===== src/rtl/multdiv32.sv =====
// Iterative 32-bit multiply/divide unit holding the HI/LO registers.
// Radix-2 shift-add multiply and restoring divide; 33 cycles from start to result.
module multdiv32 (
   input  logic        clock,
   input  logic        reset,
   input  logic        start,
   input  logic [1:0]  op,
   input  logic [31:0] operand_a,
   input  logic [31:0] operand_b,
   input  logic        mthi,
   input  logic        mtlo,
   output logic [31:0] hi,
   output logic [31:0] lo,
   output logic        busy,
   output logic        done
);

   typedef enum logic [1:0] {
      IDLE   = 2'd0,
      CALC   = 2'd1,
      FINISH = 2'd2
   } state_t;

   state_t      state, state_next;
   logic [4:0]  count;
   logic        is_div, neg_res, neg_rem, div_zero;
   logic [31:0] acc_hi, acc_lo, opnd;

   // op[0] clear selects the signed variants (MULT, DIV)
   logic        a_neg, b_neg;
   logic [31:0] a_mag, b_mag;
   assign a_neg = ~op[0] & operand_a[31];
   assign b_neg = ~op[0] & operand_b[31];
   assign a_mag = a_neg ? (~operand_a + 32'd1) : operand_a;
   assign b_mag = b_neg ? (~operand_b + 32'd1) : operand_b;

   logic [32:0] add_sum;
   logic [32:0] div_shift;
   logic [31:0] div_sub;
   logic        borrow;
   assign add_sum   = {1'b0, acc_hi} + (acc_lo[0] ? {1'b0, opnd} : 33'd0);
   assign div_shift = {acc_hi, acc_lo[31]};
   // The partial remainder stays below the divisor, so the kept difference fits in 32 bits
   assign borrow    = div_shift < {1'b0, opnd};
   assign div_sub   = div_shift[31:0] - opnd;

   logic [63:0] prod_fix;
   logic [31:0] quo_fix, rem_fix, res_hi, res_lo;
   assign prod_fix = neg_res ? (~{acc_hi, acc_lo} + 64'd1) : {acc_hi, acc_lo};
   // A zero divisor leaves all-ones quotient and |dividend| remainder; skip quotient negation
   assign quo_fix  = (neg_res & ~div_zero) ? (~acc_lo + 32'd1) : acc_lo;
   assign rem_fix  = neg_rem ? (~acc_hi + 32'd1) : acc_hi;
   assign res_hi   = is_div ? rem_fix : prod_fix[63:32];
   assign res_lo   = is_div ? quo_fix : prod_fix[31:0];

   // NOTE: next-state gets its default before the case so no path leaves it unassigned (no latch).
   always_comb begin
      state_next = state;
      unique case (state)
         IDLE:    if (start) state_next = CALC;
         CALC:    if (count == 5'd31) state_next = FINISH;
         FINISH:  state_next = IDLE;
         default: state_next = IDLE;
      endcase
   end

   assign busy = (state != IDLE);

   // NOTE: all state updates use non-blocking assignments so every register samples pre-edge values.
   always_ff @(posedge clock or negedge reset) begin
      if (!reset) begin
         state    <= IDLE;
         count    <= '0;
         is_div   <= 1'b0;
         neg_res  <= 1'b0;
         neg_rem  <= 1'b0;
         div_zero <= 1'b0;
         acc_hi   <= '0;
         acc_lo   <= '0;
         opnd     <= '0;
         hi       <= '0;
         lo       <= '0;
         done     <= 1'b0;
      end else begin
         state <= state_next;
         done  <= 1'b0;
         case (state)
            IDLE: begin
               if (start) begin
                  is_div   <= op[1];
                  neg_res  <= a_neg ^ b_neg;
                  neg_rem  <= a_neg;
                  div_zero <= (operand_b == 32'd0);
                  count    <= '0;
                  acc_hi   <= '0;
                  acc_lo   <= op[1] ? a_mag : b_mag;
                  opnd     <= op[1] ? b_mag : a_mag;
               end else begin
                  if (mthi) hi <= operand_a;
                  if (mtlo) lo <= operand_a;
               end
            end
            CALC: begin
               count <= count + 5'd1;
               if (is_div) begin
                  acc_hi <= borrow ? div_shift[31:0] : div_sub;
                  acc_lo <= {acc_lo[30:0], ~borrow};
               end else begin
                  {acc_hi, acc_lo} <= {add_sum, acc_lo[31:1]};
               end
            end
            FINISH: begin
               hi   <= res_hi;
               lo   <= res_lo;
               done <= 1'b1;
            end
            default: ;
         endcase
      end
   end

endmodule


===== config.mk =====
export PLATFORM = sky130hd
export DESIGN_NAME = multdiv32
export DESIGN_NICKNAME = d
export VERILOG_FILES = /design/src/rtl/multdiv32.sv
export SDC_FILE = /design/constraint.sdc
export NUM_CORES = 1
export LEC_CHECK = 0
export CAP_MARGIN = 20
export CORE_MARGIN = 3
export CORE_UTILIZATION = 50
export CTS_CLUSTER_SIZE = 24
export DETAILED_ROUTE_END_ITERATION = 8
export GPL_ROUTABILITY_DRIVEN = 0
export HOLD_SLACK_MARGIN = 0.02
export MAX_ROUTING_LAYER = met4
export PLACE_DENSITY_LB_ADDON = 0.25
export SETUP_SLACK_MARGIN = 0.15
export SLEW_MARGIN = 10
export SYNTH_ARGS = -nofsm -noshare
export SYNTH_HDL_FRONTEND = slang
export SYNTH_SLANG_ARGS = --single-unit

===== constraint.sdc =====
create_clock -name clock -period 3.7 [get_ports clock]
set_clock_uncertainty 0.1 [all_clocks]
set_input_delay 0.555 -clock clock [delete_from_list [all_inputs] [get_ports clock]]
set_output_delay 0.555 -clock clock [all_outputs]
set_load 0.02 [all_outputs]

# Yosys cells after proc, flatten, opt, wreduce, memory -nomap -nowiden
# Index checks and enable logic that the tools add are counted.
[op_classes]
add_sub_neg = 8
n_bitwise = 12
mul = 0
reduce_logical = 10
magnitude_cmp = 1
mux = 29
n_eq_ne = 8
shifts = 0
n_div = 0
[ops]
columns = ["cell", "count"]
rows = [
  ["$mux 32", 18],
  ["$pmux 32 s2", 4],
  ["$add 32x1->32 const B", 4],
  ["$not 32->32", 4],
  ["$add 64x1->64 const B", 1],
  ["$mux 64", 1],
  ["$not 64->64", 1],
  ["$add 32x32->33", 1],
  ["$lt 33x32->1", 1],
  ["$logic_not 32->1", 1],
  ["$sub 32x32->32", 1],
  ["$ne 2x2->1 const B", 5],
  ["$pmux 5 s2", 1],
  ["$reduce_and 2->1", 3],
  ["$reduce_and 3->1", 2],
  ["$reduce_bool 2->1", 3],
  ["$add 5x1->5 const B", 1],
  ["$eq 5x5->1 const B", 1],
  ["$mux 5", 1],
  ["$mux 2", 2],
  ["$pmux 2 s2", 1],
  ["$and 1x1->1", 3],
  ["$not 1->1", 3],
  ["$eq 2x1->1 const B", 1],
  ["4 further kinds", 4],
]
[word_totals]
romBits = 0
inputBits = 71
output_inout_bits = 66
register_bits = 172
elab_cells = 80
latch_bits = 0
ram_bits = 0
n_memories = 0

# Logic depth before layout (Yosys ltp)
# Gate-level depths: netlist of the first run.
[depth]
depth_word = 6
mapped_depth = 15

# Worst setup path before layout of the first run
# Ideal clock, no wire load.
[synth_timing]
path_kind = "flip-flop to flip-flop"
startpoint = "reg acc_lo[0]"
endpoint = "reg acc_hi[31]"
t_required_ps = 3463
arrival_ps = 3191
stages_incl_launch_ff = 15
setup_time_ps = 137
period_less_slack_ps = 3429
path_slack_ps = 271
cell_sequence = "dfrtp_1 -> inv_1 -> clkbuf_1 -> nor2_1 -> ha_1 -> o21a_1 -> o31a_1 -> a31oi_1 -> a31o_2 -> o2bb2ai_1 -> o21ai_0 -> a221o_1 -> and3_1 -> a2111oi_0 -> nor3_1"
[synth_between]
elab_chain_len = 4
[synth_rtl]
columns = ["element", "line", "text"]
rows = [
  ["start, declared", "27", "logic [31:0] acc_hi, acc_lo, opnd;"],
  ["start signal, assigned", "96", "acc_lo <= op[1] ? a_mag : b_mag;"],
  ["start signal, assigned", "107", "acc_lo <= {acc_lo[30:0], ~borrow};"],
  ["start signal, assigned", "109", "{acc_hi, acc_lo} <= {add_sum, acc_lo[31:1]};"],
  ["$mux 32", "41", "assign add_sum = {1'b0, acc_hi} + (acc_lo[0] ? {1'b0, opnd} : 33'd0);"],
  ["$add 32x32->33", "41", ""],
  ["$mux 32", "105", "if (is_div) begin"],
  ["$pmux 32 s2", "87", "case (state)"],
  ["end signal, assigned", "106", "acc_hi <= borrow ? div_shift[31:0] : div_sub;"],
  ["end signal, assigned", "109", ""],
  ["end, declared", "27", ""],
]
# No other way between the ends.
# A chain may end at the register's enable or synchronous reset.

# Worst setup path after layout of the first run
[layout_timing]
startpoint = "reg acc_lo[18]"
endpoint = "reg hi[27]"
[layout_between]
elab_chain_len = 5
[layout_rtl]
columns = ["element", "line", "text"]
rows = [
  ["$not 64->64", "49", "assign prod_fix = neg_res ? (~{acc_hi, acc_lo} + 64'd1) : {acc_hi, acc_lo};"],
  ["$add 64x1->64", "49", ""],
  ["$mux 64", "49", ""],
  ["$mux 32", "53", "assign res_hi = is_div ? rem_fix : prod_fix[63:32];"],
  ["$pmux 32 s2", "87", ""],
  ["end signal, assigned", "99", "if (mthi) hi <= operand_a;"],
  ["end signal, assigned", "113", "hi <= res_hi;"],
  ["end, declared", "12", "output logic [31:0] hi,"],
]
# No other way between the ends.

==> results of run 1 <==
## through the flow
step	power, mW	instances	cell area, sq um	util [%]
global route	19.6	2422	18000	62.4
detailed placement	15.7	2382	17200	59.5
finish	18.3	2422	18000	62.4
floorplan	12.0	1850	14700	-
CTS	17.9	2415	17800	61.8
global placement	15.4	2382	17200	59.5
## cell type report
cell class,count,area (sq um),area share [%]
multi-input cells,1497,9870,54.9
flip-flops and latches,172,4310,23.9
repair buffers,267,2430,13.5
well taps,384,480,2.67
clock buffers,20,457,2.54
inverters,70,263,1.46
clock inverters,12,185,1.03
## registers in the layout (all words and copies together) (netlist names)
register and cells:
lo 32, is_div 1, acc_lo 32, count 5
hi 32, acc_hi 32, neg_res 1, neg_rem 1
done 1, div_zero 1, state 2, opnd 32
## layout by cell type (no fill, tap or decap), types with 11 or more instances in the layout
cell type and instances:
buf_4 123, a211oi_1 40, mux2i_1 108, nand2_1 193
xnor2_1 84, nor2b_1 15, o21ai_0 198, nor4_1 13
a21oi_1 160, o21a_1 16, nor2_1 151, or3_1 15
a31oi_1 19, o31ai_1 13, nor3_1 28, inv_1 68
o21ai_1 11, o221ai_1 12, a21o_1 35, and2_1 11
clkbuf_16 17, nand2b_1 18, clkdlybuf4s50_1 134, nand3_1 34
xor2_1 85, dfrtp_1 171, and3_1 13, o211ai_1 22
ha_1 69
## what timing repair did
item                                    4_1_cts  5_1_grt
setup buffers                                 1        7
cloned                                        0        0
pin swaps                                     3       18
resized for setup                             4       35
endpoints found under the setup margin        4       40
## cell usage after synthesis, types with 6 or more instances
cell / n / area share, %
o21a_1: 16 / 0.81
and3_1: 13 / 0.55
o211ai_1: 22 / 1.1
o31ai_1: 14 / 0.71
nor2b_1: 18 / 0.76
o41ai_1: 8 / 0.48
nand2b_1: 18 / 0.76
o21ai_0: 207 / 7.0
a31oi_1: 20 / 0.85
and2_1: 13 / 0.55
mux2i_1: 108 / 7.3
a22oi_1: 8 / 0.41
nand2_1: 196 / 5.0
nand3_1: 35 / 1.2
nor2_1: 152 / 3.9
ha_1: 70 / 5.9
nor4_1: 14 / 0.59
a211oi_1: 43 / 2.2
buf_1: 18 / 0.46
or3_1: 15 / 0.64
inv_1: 69 / 1.8
a21o_1: 35 / 1.8
clkbuf_1: 85 / 2.2
or4_1: 6 / 0.31
nand4_1: 8 / 0.34
a21oi_1: 164 / 5.6
xor2_1: 85 / 5.0
xnor2_1: 84 / 5.0
mux2_2: 8 / 0.61
o221ai_1: 12 / 0.71
nor3_1: 28 / 0.95
dfrtp_1: 172 / 29
## kinds of logic (layout without fill, tap and decap cells)
kind of cell / count (synthesis) / in the layout / share of synthesized area, %
buf+inv: 181 / 369 / 4.79
fa+ha+maj: 72 / 72 / 6.21
xor+xnor: 169 / 169 / 10.0
simple gates: 536 / 536 / 16.8
flops: 172 / 172 / 29.2
compound gates: 604 / 604 / 25.1
mux: 116 / 116 / 7.94
## worst max path at each step
stage	to	slack, ps
CTS	hi[27]$_DFFE_PN0P_	130
global route	hi[27]$_DFFE_PN0P_	50
floorplan	acc_hi[31]$_DFFE_PN0P_	270
detailed placement	acc_lo[26]$_DFFE_PN0P_	-180
finish	hi[27]$_DFFE_PN0P_	140
global placement	acc_lo[26]$_DFFE_PN0P_	-90
## power by group
group	switching [mW]	total, mW	internal (mW)
Sequential	0.980	3.82	2.84
Combinational	6.91	12.4	5.52
Clock	0.845	2.02	1.18
## per-layer routing
metal / vias up / global-route usage, % / part of all wire, %
met5: - / - / 0
met4: 0 / 13.8 / 4.1
met3: 146 / 4.07 / 7.0
met2: 736 / 47.8 / 46
met1: 7177 / 41.9 / 43
li1: 6990 / - / -
## worst reg2reg max path: cells and delay by family, from the launching register on
family / cells / cell delay [ps]
xor+xnor: 1 / 170
buf+inv: 1 / 170
flops: 1 / 380
compound gates: 3 / 710
simple gates: 6 / 1860
==> flow_summary.json, run 1 <==
{
  "worst-setup-path-type": "reg -> reg",
  "slowest_stage": "or4_4",
  "cellPowerDensity_nw_per_um2": 1020,
  "setup.worst_path.start": "acc_lo[18]$_DFFE_PN0P_",
  "worst_hold_path_type": "in -> async",
  "worst_path_dominant_cell_family": "simple AND/OR/NAND/NOR gates",
  "timing.final.crit_period_ps": 3560,
  "timing_max_transition_violations_final": 0,
  "io_buffer_count": 136,
  "r2r_slack_ps": 140,
  "worst_slew_margin_rel_pct": 33.5,
  "outcome": "completed",
  "grt_setup_unrepaired": "yes",
  "insertion_delay_ps": 450,
  "hold-worst-slack_ps": 74.5,
  "drt_first_iter_violations": 1503,
  "ctsLongestPathBuffers": 2,
  "number_of_global_route_vias_before_repair": 14000,
  "synth-seq-cells": 172,
  "setup-violations-final": 0,
  "cp.required_ps": 3890,
  "maximum_number_of_pins_on_one_net_before_global_route_repair": 98,
  "finalNetCount": 2168,
  "critPathMaxStageDelay_ps": 570,
  "max_capacitance_violation_count": 0,
  "synthesis.yosys.warnings": 0,
  "fp.dieArea_sq_um": 31600,
  "via_per_inst": 6.21,
  "cts.sink_count": 172,
  "worstMarginPinSlew_ps": 997,
  "reg2reg_to": "hi[27]$_DFFE_PN0P_",
  "cts_max_level": 4,
  "layout_setup_ws_ps": 142,
  "synth_enable_flop_cells": 0,
  "worst_setup_path_end_kind": "flip-flop",
  "post_synth_num_cell_types": 75,
  "path_depth": 11,
  "grt_overflow": 0,
  "aggregate_negative_setup_slack_ps": 0,
  "synth-main-ff-cell": "dfrtp_1",
  "cts_tree": "done",
  "post_synth_instance_area_sq_um": 14700,
  "design.core.area_sq_um": 28900,
  "io_count": 137,
  "fp.dieH_um": 178,
  "drive_above_1_share_pct": 11.0,
  "cp_data_arrival_time_ps": 3750,
  "fillerInstances": 2503,
  "dp_worst_setup_slack_ps": -179,
  "initial_core_util_pct": 51.1,
  "synth_cells": 1850,
  "maximum_resistive_drop_on_vdd_uv": 659,
  "clock_tree.root_cell": "clkbuf_16",
  "worst_setup_hold_path_clk_slew_ps": 70,
  "worst_r2r_path_depth": 11,
  "timing.critical_path.cells": "or4_4, or3_4, or4_4, nor3_4, buf_4, a31oi_1, a21oi_2, nand2_1, xor2_1, nand2_1, o21ai_0",
  "max_freq_ghz": 0.281,
  "dr.pass1.iters": 6,
  "worst_r2r_startpoint": "acc_lo[18]$_DFFE_PN0P_",
  "routed-via-count": 15000,
  "die_x_um": 178,
  "leakagePower_nw": 7.51,
  "yosysSeqAreaShare_pct": 29.2,
  "floorplan.rows": 62,
  "grt_usage_pct": 31.4,
  "drtAntennaViolNets": 0,
  "cts_hold_repair.buffers": 0,
  "worstPathBufferInverterCount": 1,
  "areaGrowthSynthToFinish_pct": 22.0,
  "cp-start-kind": "flip-flop",
  "cts_buffers": 17,
  "synth.avg_cell_area_sq_um": 7.97,
  "synth_nets": 1993,
  "detailedPlacementHpwl_um": 36300,
  "post_route_clock_period_utilization_pct": 96.1,
  "antennaDiodeCount": 0,
  "dr_drc_count": 0,
  "number_of_endpoints_with_negative_hold_slack_in_the_final_report": 0,
  "wl_per_cell_um": 20.3,
  "asyncSetResetFlopFracSynth_pct": 100,
  "route.final.wire_length_um": 49100,
  "first_pass_grt_wire_length_um": 76300,
  "timing.critical_path.fanout_max": 5,
  "antenna_found_initial": 0
}
Note: power is estimated with default switching activity, not from simulation.
==> run 2, diff against run 1 <==
ABC_AREA = 1   (was unset)
==> run 2 against run 1 <==
Count of clock-buffer cells in the layout down 2. Cell count up 50%. Setup slack better by 390 ps. Critical path type unchanged.
==> flow_summary.json, run 2 <==
{
  "outcome": "completed",
  "post_dp_cell_area_sq_um": 19800,
  "worst-setup-path-type": "reg -> reg",
  "post_synth_num_cell_types": 56,
  "areaGrowthSynthToFinish_pct": 14.0,
  "synth_nets": 3208,
  "detailedPlacementHpwl_um": 60100,
  "drtAntennaViolNets": 0,
  "synth.area.top_cells": "dfrtp_1, nand2_1, inv_1",
  "max_capacitance_violation_count": 0,
  "worst_slew_margin_rel_pct": 23.8,
  "cts_hold_repair.buffers": 0,
  "post_synth_instance_area_sq_um": 17900,
  "initial_core_util_pct": 51.3,
  "fp.dieArea_sq_um": 38100,
  "io_count": 137,
  "aggregate_negative_setup_slack_ps": 0,
  "synth-main-ff-cell": "dfrtp_1",
  "timing.critical_path.fanout_max": 22,
  "synth_enable_flop_cells": 0,
  "fp.dieH_um": 195,
  "worstMarginPinSlew_ps": 1140,
  "crit_path_frequent_cell": "nand2_1",
  "synth-seq-cells": 172,
  "synth_cells": 3065,
  "critPathMaxStageDelay_ps": 380,
  "floorplan.rows": 68,
  "design.core.area_sq_um": 34900,
  "route.final.wire_length_um": 75800,
  "cp.required_ps": 3930,
  "die_x_um": 195,
  "worst_setup_path_end_kind": "flip-flop",
  "timing_max_transition_violations_final": 0,
  "io_buffer_count": 136,
  "timing.critical_path.cells": "buf_4, inv_1, ha_1, nand3_2, nor2_2, nand2_1, nor2_1, nand3_1, nand2_2, nand2_1, o21ai_0, nand2_1",
  "timing.final.crit_period_ps": 3170,
  "drive_above_1_share_pct": 4.09,
  "dr.pass1.iters": 8,
  "cts_buffers": 17,
  "worstPathBufferInverterCount": 2,
  "cts_setup_buffers": 0,
  "setup.worst_path.start": "acc_lo[0]$_DFFE_PN0P_",
  "cellPowerDensity_nw_per_um2": 1050,
  "yosysMostFrequentCell": "nand2_1",
  "number_of_endpoints_with_negative_hold_slack_in_the_final_report": 0,
  "max_freq_ghz": 0.316,
  "via_per_inst": 6.08,
  "synth_top_area_cell": "dfrtp_1",
  "ctsLongestPathBuffers": 2,
  "grt_setup_unrepaired": "no",
  "slowest_stage": "dfrtp_1",
  "grt_usage_pct": 40.0,
  "mostFrequentLayoutCells": "nand2_1, inv_1, nand3_1",
  "cts.sink_count": 172,
  "synth_commonest_cells": "nand2_1, inv_1, nand3_1",
  "setup-violations-final": 0,
  "final_area_sq_um": 20400,
  "area_share_of_the_largest_cell_type_after_synthesis_pct": 24.1,
  "mostFrequentLayoutCell": "nand2_1",
  "number_of_global_route_vias_before_repair": 20400,
  "worst_setup_hold_path_clk_slew_ps": 70,
  "asyncSetResetFlopFracSynth_pct": 100,
  "routed-via-count": 22100,
  "synthesis.yosys.warnings": 0,
  "yosysSeqAreaShare_pct": 24.1,
  "maximum_number_of_pins_on_one_net_before_global_route_repair": 83,
  "drt_first_iter_violations": 3592,
  "cp-start-kind": "flip-flop",
  "post_route_clock_period_utilization_pct": 85.6,
  "antenna_found_initial": 2,
  "maximum_resistive_drop_on_vdd_uv": 786,
  "fillerInstances": 3368,
  "worst_hold_path_type": "in -> async",
  "worst_path_dominant_cell_family": "simple AND/OR/NAND/NOR gates",
  "clock_tree.root_cell": "clkbuf_16",
  "wl_per_cell_um": 20.9,
  "leakagePower_nw": 10.5,
  "cts_max_level": 4,
  "first_pass_grt_wire_length_um": 116000,
  "worst_r2r_startpoint": "acc_lo[0]$_DFFE_PN0P_",
  "insertion_delay_ps": 460,
  "grt_overflow": 0,
  "finalNetCount": 3310,
  "synth.avg_cell_area_sq_um": 5.84,
  "cts_tree": "done",
  "post_cts.resized_instances": 0,
  "cp_data_arrival_time_ps": 3400,
  "dr_drc_count": 0
}
## run 2: power breakdown
group | switching (mW) | internal, mW | total, mW
Combinational | 10.1 | 5.11 | 15.2
Clock | 0.868 | 1.15 | 2.02
Sequential | 1.45 | 2.84 | 4.29
Total | 12.4 | 9.10 | 21.5
## run 2: final timing paths
| path | to | slack (ps) | cells after the start |
|---|---|---|---|
| setup reg to reg | hi[8]$_DFFE_PN0P_ | 530 | 12 |
| hold reg to reg | lo[21]$_DFFE_PN0P_ | 420 | 2 |
| setup / recovery | hi[8]$_DFFE_PN0P_ | 530 | 12 |
| min in group clock | lo[21]$_DFFE_PN0P_ | 420 | 2 |
| hold / removal | hi[26]$_DFFE_PN0P_ | 50 | 1 |
| max in group asynchronous | is_div$_DFFE_PN0P_ | 2500 | 2 |
## run 2: logic make-up after synthesis
kind of cell	after synthesis	share of synthesized area [%]
xor+xnor	73	3.57
buf+inv	570	12.2
flops	172	24.1
simple gates	1757	41.3
fa+ha+maj	72	5.12
compound gates	421	13.7
## run 2: metrics by stage
step | cells | setup slack [ps] | hold slack [ps] | utilization, % | power [mW]
floorplan | 3065 | 1070 | 159 | - | 13.8
global placement | 3603 | 690 | 379 | 56.7 | 18.5
detailed placement | 3603 | 630 | 384 | 56.7 | 18.8
CTS | 3633 | 683 | 89.7 | 58.5 | 20.9
global route | 3633 | 468 | 99.8 | 58.5 | 23.0
finish | 3634 | 534 | 48.4 | 58.5 | 21.5
## run 2: layout make-up
| cell class | instances | area, sq um | share of cell area (%) |
|---|---|---|---|
| Multi-Input combinational cell | 2323 | 11400 | 56.0 |
| Inverter | 480 | 1810 | 8.85 |
| Clock buffer | 18 | 439 | 2.15 |
| Timing Repair Buffer | 173 | 1670 | 8.16 |
| Sequential cell | 172 | 4310 | 21.1 |
| Clock inverter | 12 | 189 | 0.926 |
| Antenna cell | 1 | 2.50 | 0.0123 |
| Tap cell | 455 | 569 | 2.79 |
## run 2: per-layer routing
metal	share of wire, %	global-route usage, %	vias to the layer above
met3	14	8.39	402
met4	8.3	25.5	0
met1	37	51.6	9999
li1	-	-	9991
met5	0	-	-
met2	41	57.1	1703
